File: config.mk
export PLATFORM = sky130hd
export DESIGN_NAME = cla_adder_pipe_flat
export DESIGN_NICKNAME = d
export VERILOG_FILES = /design/src/rtl/cla_adder_pipe_if.sv /design/src/rtl/cla_adder_pipe.sv /design/src/flat_wrapper.sv
export SDC_FILE = /design/constraint.sdc
export NUM_CORES = 1
export LEC_CHECK = 0
export ABC_AREA = 1
export CORE_MARGIN = 1.5
export CORE_UTILIZATION = 55
export DETAILED_ROUTE_END_ITERATION = 10
export PLACE_DENSITY = 0.85
export SLEW_MARGIN = 0
export SYNTH_ARGS = -nofsm -noshare
export SYNTH_HDL_FRONTEND = slang
export SYNTH_SLANG_ARGS = --single-unit
File: constraint.sdc
create_clock -name clk -period 1.8 [get_ports clk]
set_input_delay 0.18 -clock clk [delete_from_list [all_inputs] [get_ports clk]]
set_output_delay 0.18 -clock clk [all_outputs]
set_load 0.05 [all_outputs]
File: src/rtl/cla_adder_pipe_if.sv
// Operand/result bundle for cla_adder_pipe: valid/ready on the input and the output side.
// The optional subtract control (sub) exists only when CLA_SUB_EN is defined.
interface cla_adder_pipe_if #(
    parameter int WIDTH = 16
) ();
    logic             in_valid;
    logic             in_ready;
    logic [WIDTH-1:0] a;
    logic [WIDTH-1:0] b;
    logic             cin;
`ifdef CLA_SUB_EN
    logic             sub;
`endif
    logic             out_valid;
    logic             out_ready;
    logic [WIDTH-1:0] sum;
    logic             carry_out;
    logic             overflow;

`ifdef CLA_SUB_EN
    modport master (
        output in_valid, a, b, cin, sub, out_ready,
        input  in_ready, out_valid, sum, carry_out, overflow
    );
    modport slave (
        input  in_valid, a, b, cin, sub, out_ready,
        output in_ready, out_valid, sum, carry_out, overflow
    );
`else
    modport master (
        output in_valid, a, b, cin, out_ready,
        input  in_ready, out_valid, sum, carry_out, overflow
    );
    modport slave (
        input  in_valid, a, b, cin, out_ready,
        output in_ready, out_valid, sum, carry_out, overflow
    );
`endif
endinterface

File: src/rtl/cla_adder_pipe.sv
// Two-stage pipelined carry-lookahead adder, WIDTH bits in GROUP-bit lookahead groups; CLA_SUB_EN adds a-b mode.
// Latency: operands register into stage 1 on acceptance, result registers on the following edge.
// Backpressure: full throughput; in_ready falls only when both stages are full and out_ready is low.
module cla_adder_pipe #(
    parameter int WIDTH = 16,
    parameter int GROUP = 4
) (
    input  logic               clk,
    input  logic               rst_n,
    cla_adder_pipe_if.slave    bus
);
    localparam int NG = WIDTH / GROUP;

    generate
        if (GROUP < 2 || GROUP > 8) begin : g_bad_group
            $error("cla_adder_pipe: GROUP must be in 2..8");
        end
        if (WIDTH < GROUP || (WIDTH % GROUP) != 0) begin : g_bad_width
            $error("cla_adder_pipe: WIDTH must be a non-zero multiple of GROUP");
        end
    endgenerate

    // AND of v[lo..hi]; an empty range (lo > hi) yields 1.
    function automatic logic and_range(input logic [WIDTH-1:0] v, input int lo, input int hi);
        logic r;
        r = 1'b1;
        for (int i = lo; i <= hi; i++) begin
            r = r & v[i];
        end
        return r;
    endfunction

    logic             s1_valid;
    logic [WIDTH-1:0] s1_p;
    logic [WIDTH-1:0] s1_g;
    logic [NG-1:0]    s1_gp;
    logic [NG-1:0]    s1_gg;
    logic             s1_cin;

    logic             s2_load;
    logic             in_xfer;

    logic [WIDTH-1:0] b_eff;
    logic             cin_eff;
    logic [WIDTH-1:0] p_in;
    logic [WIDTH-1:0] g_in;
    logic [NG-1:0]    gp_in;
    logic [NG-1:0]    gg_in;

    logic [NG:0]      gc;
    logic [WIDTH-1:0] c;
    logic [WIDTH-1:0] sum_nxt;
    logic             co_nxt;
    logic             ov_nxt;

    assign s2_load     = s1_valid && (!bus.out_valid || bus.out_ready);
    assign bus.in_ready = rst_n && (!s1_valid || s2_load);
    assign in_xfer     = bus.in_valid && bus.in_ready;

`ifdef CLA_SUB_EN
    assign b_eff   = bus.sub ? ~bus.b : bus.b;
    assign cin_eff = bus.sub | bus.cin;
`else
    assign b_eff   = bus.b;
    assign cin_eff = bus.cin;
`endif

    assign p_in = bus.a ^ b_eff;
    assign g_in = bus.a & b_eff;

    always_comb begin
        gp_in = '0;
        gg_in = '0;
        for (int k = 0; k < NG; k++) begin
            gp_in[k] = and_range(p_in, k*GROUP, k*GROUP + GROUP - 1);
            for (int j = 0; j < GROUP; j++) begin
                gg_in[k] = gg_in[k] |
                           (g_in[k*GROUP + j] & and_range(p_in, k*GROUP + j + 1, k*GROUP + GROUP - 1));
            end
        end
    end

    // Group carries are flat sum-of-products over GP/GG and cin, so no group waits on its neighbour.
    always_comb begin
        gc    = '0;
        c     = '0;
        gc[0] = s1_cin;
        for (int k = 0; k < NG; k++) begin
            gc[k+1] = s1_cin & and_range(WIDTH'(s1_gp), 0, k);
            for (int j = 0; j <= k; j++) begin
                gc[k+1] = gc[k+1] | (s1_gg[j] & and_range(WIDTH'(s1_gp), j + 1, k));
            end
        end
        for (int k = 0; k < NG; k++) begin
            for (int i = 0; i < GROUP; i++) begin
                c[k*GROUP + i] = gc[k] & and_range(s1_p, k*GROUP, k*GROUP + i - 1);
                for (int j = 0; j < i; j++) begin
                    c[k*GROUP + i] = c[k*GROUP + i] |
                                     (s1_g[k*GROUP + j] & and_range(s1_p, k*GROUP + j + 1, k*GROUP + i - 1));
                end
            end
        end
    end

    assign sum_nxt = s1_p ^ c;
    assign co_nxt  = gc[NG];
    assign ov_nxt  = c[WIDTH-1] ^ co_nxt;

    always_ff @(posedge clk) begin
        if (!rst_n) begin
            s1_valid      <= 1'b0;
            s1_p          <= '0;
            s1_g          <= '0;
            s1_gp         <= '0;
            s1_gg         <= '0;
            s1_cin        <= 1'b0;
            bus.out_valid <= 1'b0;
            bus.sum       <= '0;
            bus.carry_out <= 1'b0;
            bus.overflow  <= 1'b0;
        end else begin
            if (in_xfer) begin
                s1_valid <= 1'b1;
                s1_p     <= p_in;
                s1_g     <= g_in;
                s1_gp    <= gp_in;
                s1_gg    <= gg_in;
                s1_cin   <= cin_eff;
            end else if (s2_load) begin
                s1_valid <= 1'b0;
            end

            if (s2_load) begin
                bus.out_valid <= 1'b1;
                bus.sum       <= sum_nxt;
                bus.carry_out <= co_nxt;
                bus.overflow  <= ov_nxt;
            end else if (bus.out_ready) begin
                bus.out_valid <= 1'b0;
            end
        end
    end
endmodule

File: src/flat_wrapper.sv
// flat-port wrapper written by rule: the top's interface ports become plain ports
module cla_adder_pipe_flat 
#(
    parameter int WIDTH = 16,
    parameter int GROUP = 4
)
  (clk, rst_n, bus_in_valid, bus_a, bus_b, bus_cin, bus_out_ready, bus_in_ready, bus_out_valid, bus_sum, bus_carry_out, bus_overflow);
  cla_adder_pipe_if #(.WIDTH(WIDTH)) bus_i ();
  input  logic clk;
  input  logic rst_n;
  input wire logic [$bits(bus_i.in_valid)-1:0] bus_in_valid;
  input wire logic [$bits(bus_i.a)-1:0] bus_a;
  input wire logic [$bits(bus_i.b)-1:0] bus_b;
  input wire logic [$bits(bus_i.cin)-1:0] bus_cin;
  input wire logic [$bits(bus_i.out_ready)-1:0] bus_out_ready;
  output wire logic [$bits(bus_i.in_ready)-1:0] bus_in_ready;
  output wire logic [$bits(bus_i.out_valid)-1:0] bus_out_valid;
  output wire logic [$bits(bus_i.sum)-1:0] bus_sum;
  output wire logic [$bits(bus_i.carry_out)-1:0] bus_carry_out;
  output wire logic [$bits(bus_i.overflow)-1:0] bus_overflow;
  assign bus_i.in_valid = bus_in_valid;
  assign bus_i.a = bus_a;
  assign bus_i.b = bus_b;
  assign bus_i.cin = bus_cin;
  assign bus_i.out_ready = bus_out_ready;
  assign bus_in_ready = bus_i.in_ready;
  assign bus_out_valid = bus_i.out_valid;
  assign bus_sum = bus_i.sum;
  assign bus_carry_out = bus_i.carry_out;
  assign bus_overflow = bus_i.overflow;
  cla_adder_pipe #(.WIDTH(WIDTH), .GROUP(GROUP)) u_core (.clk(clk), .rst_n(rst_n), .bus(bus_i));
endmodule
Yosys cells after proc, flatten, opt, wreduce, memory -nomap -nowiden:

Cells that the tools add are included.

* register bits: 60
* word-level logic and storage cells: 161
* output and inout port bits: 20
* bits of input ports: 37

* bitwise logic cells: 138
* muxes and demuxes: 4
* reduce and logical (&&, ||, !) cells: 9

Operators with widths (count)
* $and A1 B1 Y1: 88
* $or A1 B1 Y1: 46
* $xor A16 B16 Y16: 2
* $and A16 B16 Y16: 1
* $mux W1: 4
* $reduce_bool A2 Y1: 2
* $logic_and A1 B1 Y1: 3
* $logic_not A1 Y1: 2
* $logic_or A1 B1 Y1: 2
* $xor A1 B1 Y1: 1

Longest topological paths before layout:

Gate-level depths: netlist of the first run.

* word-level depth: 11
* gate-level depth with buffers: 11

Least setup slack after synthesis of the first run:

No wires, ideal clock.

* path type: register to register
* start point: reg u_core.bus.out_valid
* end point: reg u_core.bus.carry_out
* data required time: 1.683 ns
* buffers on the path: 2
* setup slack: 0.235 ns
* data arrival time: 1.448 ns
* cell stages (with the launch flop): 8
* cells stage by stage: dfxtp_1 -> nand2_2 -> nand2_2 -> inv_1 -> buf_2 -> buf_4 -> o211ai_1 -> inv_1

* word-level cells in the longest chain between the ends: 3

RTL lines
* from (decl): line cla_adder_pipe_if.sv:36 `output in_ready, out_valid, sum, carry_out, overflow`
* from (signal assigned): line cla_adder_pipe.sv:117 `bus.out_valid <= 1'b0;`
* from (signal assigned): line cla_adder_pipe.sv:134 `bus.out_valid <= 1'b1;`
* from (signal assigned): line cla_adder_pipe.sv:139 `bus.out_valid <= 1'b0;`
* $logic_not A1 Y1: line cla_adder_pipe.sv:56 `assign s2_load = s1_valid && (!bus.out_valid || bus.out_ready);`
* $logic_or A1 B1 Y1: line cla_adder_pipe.sv:56
* $logic_and A1 B1 Y1: line cla_adder_pipe.sv:56
* to (signal assigned): line cla_adder_pipe.sv:136 `bus.carry_out <= co_nxt;`
* to (decl): line cla_adder_pipe_if.sv:36

No other way between the ends.
A chain may end at the register's enable or synchronous reset.

Worst setup path in the final report of the first run:

* start point: reg u_core.bus.out_valid
* end point: out bus_out_valid

RTL lines
* to (decl): line flat_wrapper.sv:17 `output wire logic [$bits(bus_i.out_valid)-1:0] bus_out_valid;`

No word-level cell between the ends.

==> metrics.cfg, run 1 <==
[route]
first_pass_iters=6
drt_iter0_drc=187
routed_wl_mm=6.103
wl_per_cell_um=12.30
via_per_inst=5.192
ant_nets=0
dr_total_vias=2575
drc_errors=0

[pwr]
power.density_nw_per_um2=941.1
power_leakage_nw=1.586
vdd_ir_drop_max_v=0.0006235

[sta]
clock.fmax_mhz=596.4
min_period_ns=1.677
hold_viol=0
fin_crit_sh_pct=93.15
worstMarginPinSlew_ns=0.7093
rsz0062_at_grt=false
skew_ns=0.007435
holdWs_ns=0.4334
slew_headroom_pct=52.66
fin_ws_ns=0.1234
tns_ns=0
maxSlewViolCount=0
setup_viol=0

[logic_synthesis]
ys_warn_count=0
synthCells=367
syn_nets=424
yosysMostFrequentCell=nand2_1
async_flop_share_pct=0
yosysTopAreaCellShare_pct=41.42
synth.area.top_cells=dfxtp_1 41%, nand2_1 9.9%, ha_1 9.1%
synthFlopType=dfxtp_1
ys_top_cells_by_count=73 x nand2_1, 57 x dfxtp_1, 41 x inv_1
syn_area_per_cell_sq_um=7.507
synth-seq-cells=57
ys_seq_area_share_pct=41.42
synth_edf_count=0
yosys.area.top_type=dfxtp_1
synth_area_sq_um=2755
synthDistinctLibCells=27

[floorplan]
placementRows=25
start_util_pct=57.57
die_x_um=73.78
core_sq_um=4786
die_h_um=73.78
dieArea_sq_um=5443
io_pins=57

[worst_setup_path]
cp-endpoint=bus_out_valid
path_buf_inv=1
ff2ff_path_depth=9
crit_type=flop to primary output
path_delay_family=buffers and inverters
critPathArrivalTime_ns=1.50
r2r_start=u_core.s1_valid
cp_max_fo=2
startpoint_type=flop
critical_path.max_stage_delay_ns=0.81
startpoint=u_core.bus.out_valid
required_ns=1.62
r2r-end=u_core.s1_p[11]
cp.depth=1
r2r_setup_slack_ns=0.29
critPathSlowestCell=clkdlybuf4s50_1
cp_cell_sequence=clkdlybuf4s50_1
worstSetupEndpointType=primary output

[clock_network]
clk_latency_ns=0.34
clock_path_buffers=2
post_cts_buffers=0
cts_tree=done
hold_buffers=0
cts_max_level=3
clkSinkCount=57
cts_buffers=9
clockRootBuffer=clkbuf_8
clkTransAtPathRegs_ns=0.07
cts_resized=0

[grt]
grt_max_degree=47
grt_pass1_vias=2433
grt_pass1_wl_mm=10.51
grt_usage_pct=25.10
antenna_found_initial=0
overflow=0

[placed_design]
gp_congestion=0.8127
dp_hpwl_mm=4.242
pre_cts_ws_ns=0.02747
portBuffers=56

[outcome]
status=completed

[cells_and_area]
antenna_cells=0
postLayoutCoreUtil_pct=75.22
final_net_count=481
synthToLayoutAreaGrowth_pct=30.65
fillers=367
drive_gt1_share_pct=7.692

[flow_run]
maxCapViolations=0

[hold_path]
min_path_type=input pin to flop

-- report_power, final --
part           switching [mW]  total (mW)  internal (mW)
Combinational           0.355       0.613          0.257
Sequential             0.0592        1.41           1.35
Clock                   0.515        1.36          0.849
Total                   0.930        3.39           2.46
-- cell usage in the layout, fill, tap and decap left out, drive strengths merged --
master         netlist  layout
nand2               77      77
dfxtp               57      57
clkdlybuf4s50        0      55
o21ai               49      49
inv                 43      43
nor2                32      32
a21oi               31      31
nand3               26      26
ha                  20      20
clkbuf               5      11
xor2                 6       6
buf                 10       6
nand4                4       4
a31o                 2       2
clkinv               0       2
bufinv               0       2
o21a                 1       1
nor4                 1       1
and3                 1       1
o221ai               1       1
o211ai               1       1
clkinvlp             0       1
-- per-stage QoR --
step | power [mW] | cells | area, sq um
finish | 3.388 | 496 | 3600
global route | 3.530 | 496 | 3600
CTS | 3.396 | 496 | 3600
detailed placement | 2.044 | 480 | 3371
global placement | 2.027 | 480 | 3371
floorplan | 1.822 | 367 | 2755
-- registers in the layout, summed over array words and instances (netlist names) --
signal / flops
u_core.s1_p: 16
u_core.bus.carry_out: 1
u_core.bus.out_valid: 1
u_core.s1_gg: 4
u_core.s1_cin: 1
u_core.s1_g: 12
u_core.bus.overflow: 1
u_core.bus.sum: 16
u_core.s1_valid: 1
u_core.s1_gp: 4
-- kinds of logic (layout without fill, tap and decap cells) --
kind of cell               after synthesis  count (layout)  synth area share, %
buffers and inverters                   58             120                9.173
and+or+nand+nor                        141             141                22.39
DFF                                     57              57                41.42
adders and majority gates               20              20                9.083
AOI/OAI and AO/OA                       85              85                16.03
xor gates and xnor gates                 6               6                1.907
-- worst min-delay path by stage --
stage / startpoint / end / slack [ns] / depth (start not counted)
final: bus_cin / u_core.s1_cin / 0.43 / 3
after global routing: bus_cin / u_core.s1_cin / 0.44 / 3
after CTS: bus_cin / u_core.s1_cin / 0.43 / 3
after detailed placement: u_core.s1_g[1] / u_core.s1_g[1] / 0.45 / 2
after global placement: u_core.s1_g[5] / u_core.s1_g[5] / 0.44 / 2
after floorplan: bus_cin / u_core.s1_cin / 0.29 / 2
-- final cells by class --
type | count | area, sq um | share of cell area [%]
inverter | 43 | 163.9 | 4.553
multi-input combinational | 252 | 1361 | 37.82
clock inverter | 5 | 77.57 | 2.155
timing repair buffer | 61 | 620.6 | 17.24
sequential | 57 | 1141 | 31.70
clock buffer | 11 | 151.4 | 4.206
tap | 67 | 83.83 | 2.329
-- routing by layer --
metal	GRT usage, %	up-vias	wire [um]
li1	-	1324	-
met3	6.036	15	295
met4	10.49	0	144
met2	42.54	78	2984
met1	30.25	1158	2677
met5	0	-	0
No activity file was read; power rests on OpenSTA's default activity.
==> inputs of run 2 (changes only) <==
- ABC_CLOCK_PERIOD_IN_PS: unset -> 1400
- CORE_UTILIZATION: 55 -> 46
- PLACE_DENSITY: 0.85 -> 0.76
- clock period: 1.8 -> 1.4 ns (I/O delays scaled with it)
==> run 2 against run 1 <==
  * Die area rose by 19%
  * Via count rose by 0.82%
  * Count of clock-buffer cells in the layout rose by 2
  * Hold slack got worse by 0.012 ns
  * Total power rose by 23%
  * Final area rose by 3.0%
  * Sequential share of layout area fell by 0.78 points
  * Critical endpoint is now u_core.bus.sum[13]
  * Largest cell class unchanged
  * Largest power group unchanged
  * Highest routed layer unchanged
==> metrics.cfg, run 2 (same netlist as run 1, synthesis figures left out) <==
[pwr]
power.total_mw=4.176
vdd_ir_drop_max_v=0.0006309
power.density_nw_per_um2=1127
power_leakage_nw=1.691

[floorplan]
die_h_um=80.39
die_x_um=80.39
start_util_pct=47.09
core_sq_um=5851
io_pins=57
placementRows=28
dieArea_sq_um=6463

[clock_network]
cts_tree=done
clk_latency_ns=0.33
cts_max_level=3
clkSinkCount=57
clock_path_buffers=2
clkTransAtPathRegs_ns=0.06
hold_buffers=0
clockRootBuffer=clkbuf_8
cts_buffers=9

[grt]
overflow=0
grt_max_degree=42
grt_pass1_vias=2503
grt_usage_pct=21.41
antenna_found_initial=0
grt_pass1_wl_mm=10.58

[sta]
worstMarginPinSlew_ns=0.2519
tns_ns=0
maxSlewViolCount=0
min_period_ns=1.361
clock.fmax_mhz=734.6
fin_crit_sh_pct=97.23
hold_viol=0
slew_headroom_pct=83.16
skew_ns=0.008058
setup_viol=0

[cells_and_area]
layout_common_cells=72 x nand2_1, 53 x dfxtp_1, 41 x inv_1
multi_input_area_sq_um=1369
antenna_cells=0
seq_area_sq_um=1146
final_net_count=498
reg_top3=u_core.bus.sum x16, u_core.s1_p x16, u_core.s1_g x12
drive_gt1_share_pct=16.40
final_common_cell=nand2_1
synthToLayoutAreaGrowth_pct=34.56
fillers=512

[placed_design]
portBuffers=56
dp_hpwl_mm=4.439
gp_congestion=0.8458

[worst_setup_path]
critPathArrivalTime_ns=1.58
startpoint_type=flop
required_ns=1.62
crit_type=flop to flop
worstSetupEndpointType=flop
cp_max_fo=4
r2r_start=u_core.s1_gp[1]
startpoint=u_core.s1_gp[1]

[outcome]
status=completed

[route]
via_per_inst=4.992
drt_iter0_drc=132
first_pass_iters=4
drc_errors=0
wl_per_cell_um=12.06
ant_nets=0
dr_total_vias=2596
routed_wl_mm=6.270

[hold_path]
min_path_type=input pin to flop
min_from=bus_cin

[flow_run]
maxCapViolations=0

## run 2: cell count changes in the layout (fill, tap and decap cells not counted), moves of 2 or more
cell and delta:
buf_12 +2, buf_4 +33, clkbuf_1 +2, clkdlybuf4s50_1 -19
clkinv_2 -2, dfxtp_1 -4, dfxtp_2 +4
## run 2: final cells by class
cell class	count	share of cell area (%)
repair buffers	78	19.78
inverters	43	4.556
clock inverters	2	1.012
well taps	75	2.531
multi-input cells	252	36.92
flip-flops and latches	57	30.91
clock buffers	13	4.286
## run 2: final timing paths
check,cells past startpoint,slack [ns],to
worst max-delay path,6,0.04,u_core.bus.sum[13]
worst min-delay path,3,0.42,u_core.s1_cin
worst max register to register,6,0.04,u_core.bus.sum[13]
worst min register to register,2,0.46,u_core.s1_g[1]
## run 2: worst max-delay path: stages, from the launching register on
cell,delay (ns)
dfxtp_2,0.34
nand4_1,0.09
nand4_1,0.24
ha_2,0.26
nor2_1,0.10
xor2_1,0.15
a21oi_1,0.08
## run 2: per-stage QoR
step | hold WS [ns] | cells | instance area, sq um | util, % | worst slack [ns]
after global placement | 0.4397 | 504 | 3480 | 59.47 | -0.2172
after global routing | 0.4481 | 520 | 3707 | 63.37 | -0.007654
after floorplan | 0.2527 | 367 | 2756 | - | 0.01675
final | 0.4215 | 520 | 3707 | 63.37 | 0.03872
after CTS | 0.4240 | 519 | 3679 | 62.87 | 0.002894
after detailed placement | 0.4537 | 504 | 3480 | 59.47 | -0.2756
## run 2: power by group
group	switching [mW]	internal, mW
Combinational	0.471	0.368
Sequential	0.0766	1.74
Clock	0.612	0.910
## run 2: timing repair
item / CTS / global route
endpoints found under the setup margin: 2 / 17
buffers inserted: 0 / 1
resized for setup: 1 / 9
pin swaps: 0 / 3
## run 2: layer usage
metal	part of all wire, %	track usage [%]
met5	0	0
met4	1.4	8.966
met3	5.5	5.909
met2	49	36.81
met1	44	24.83
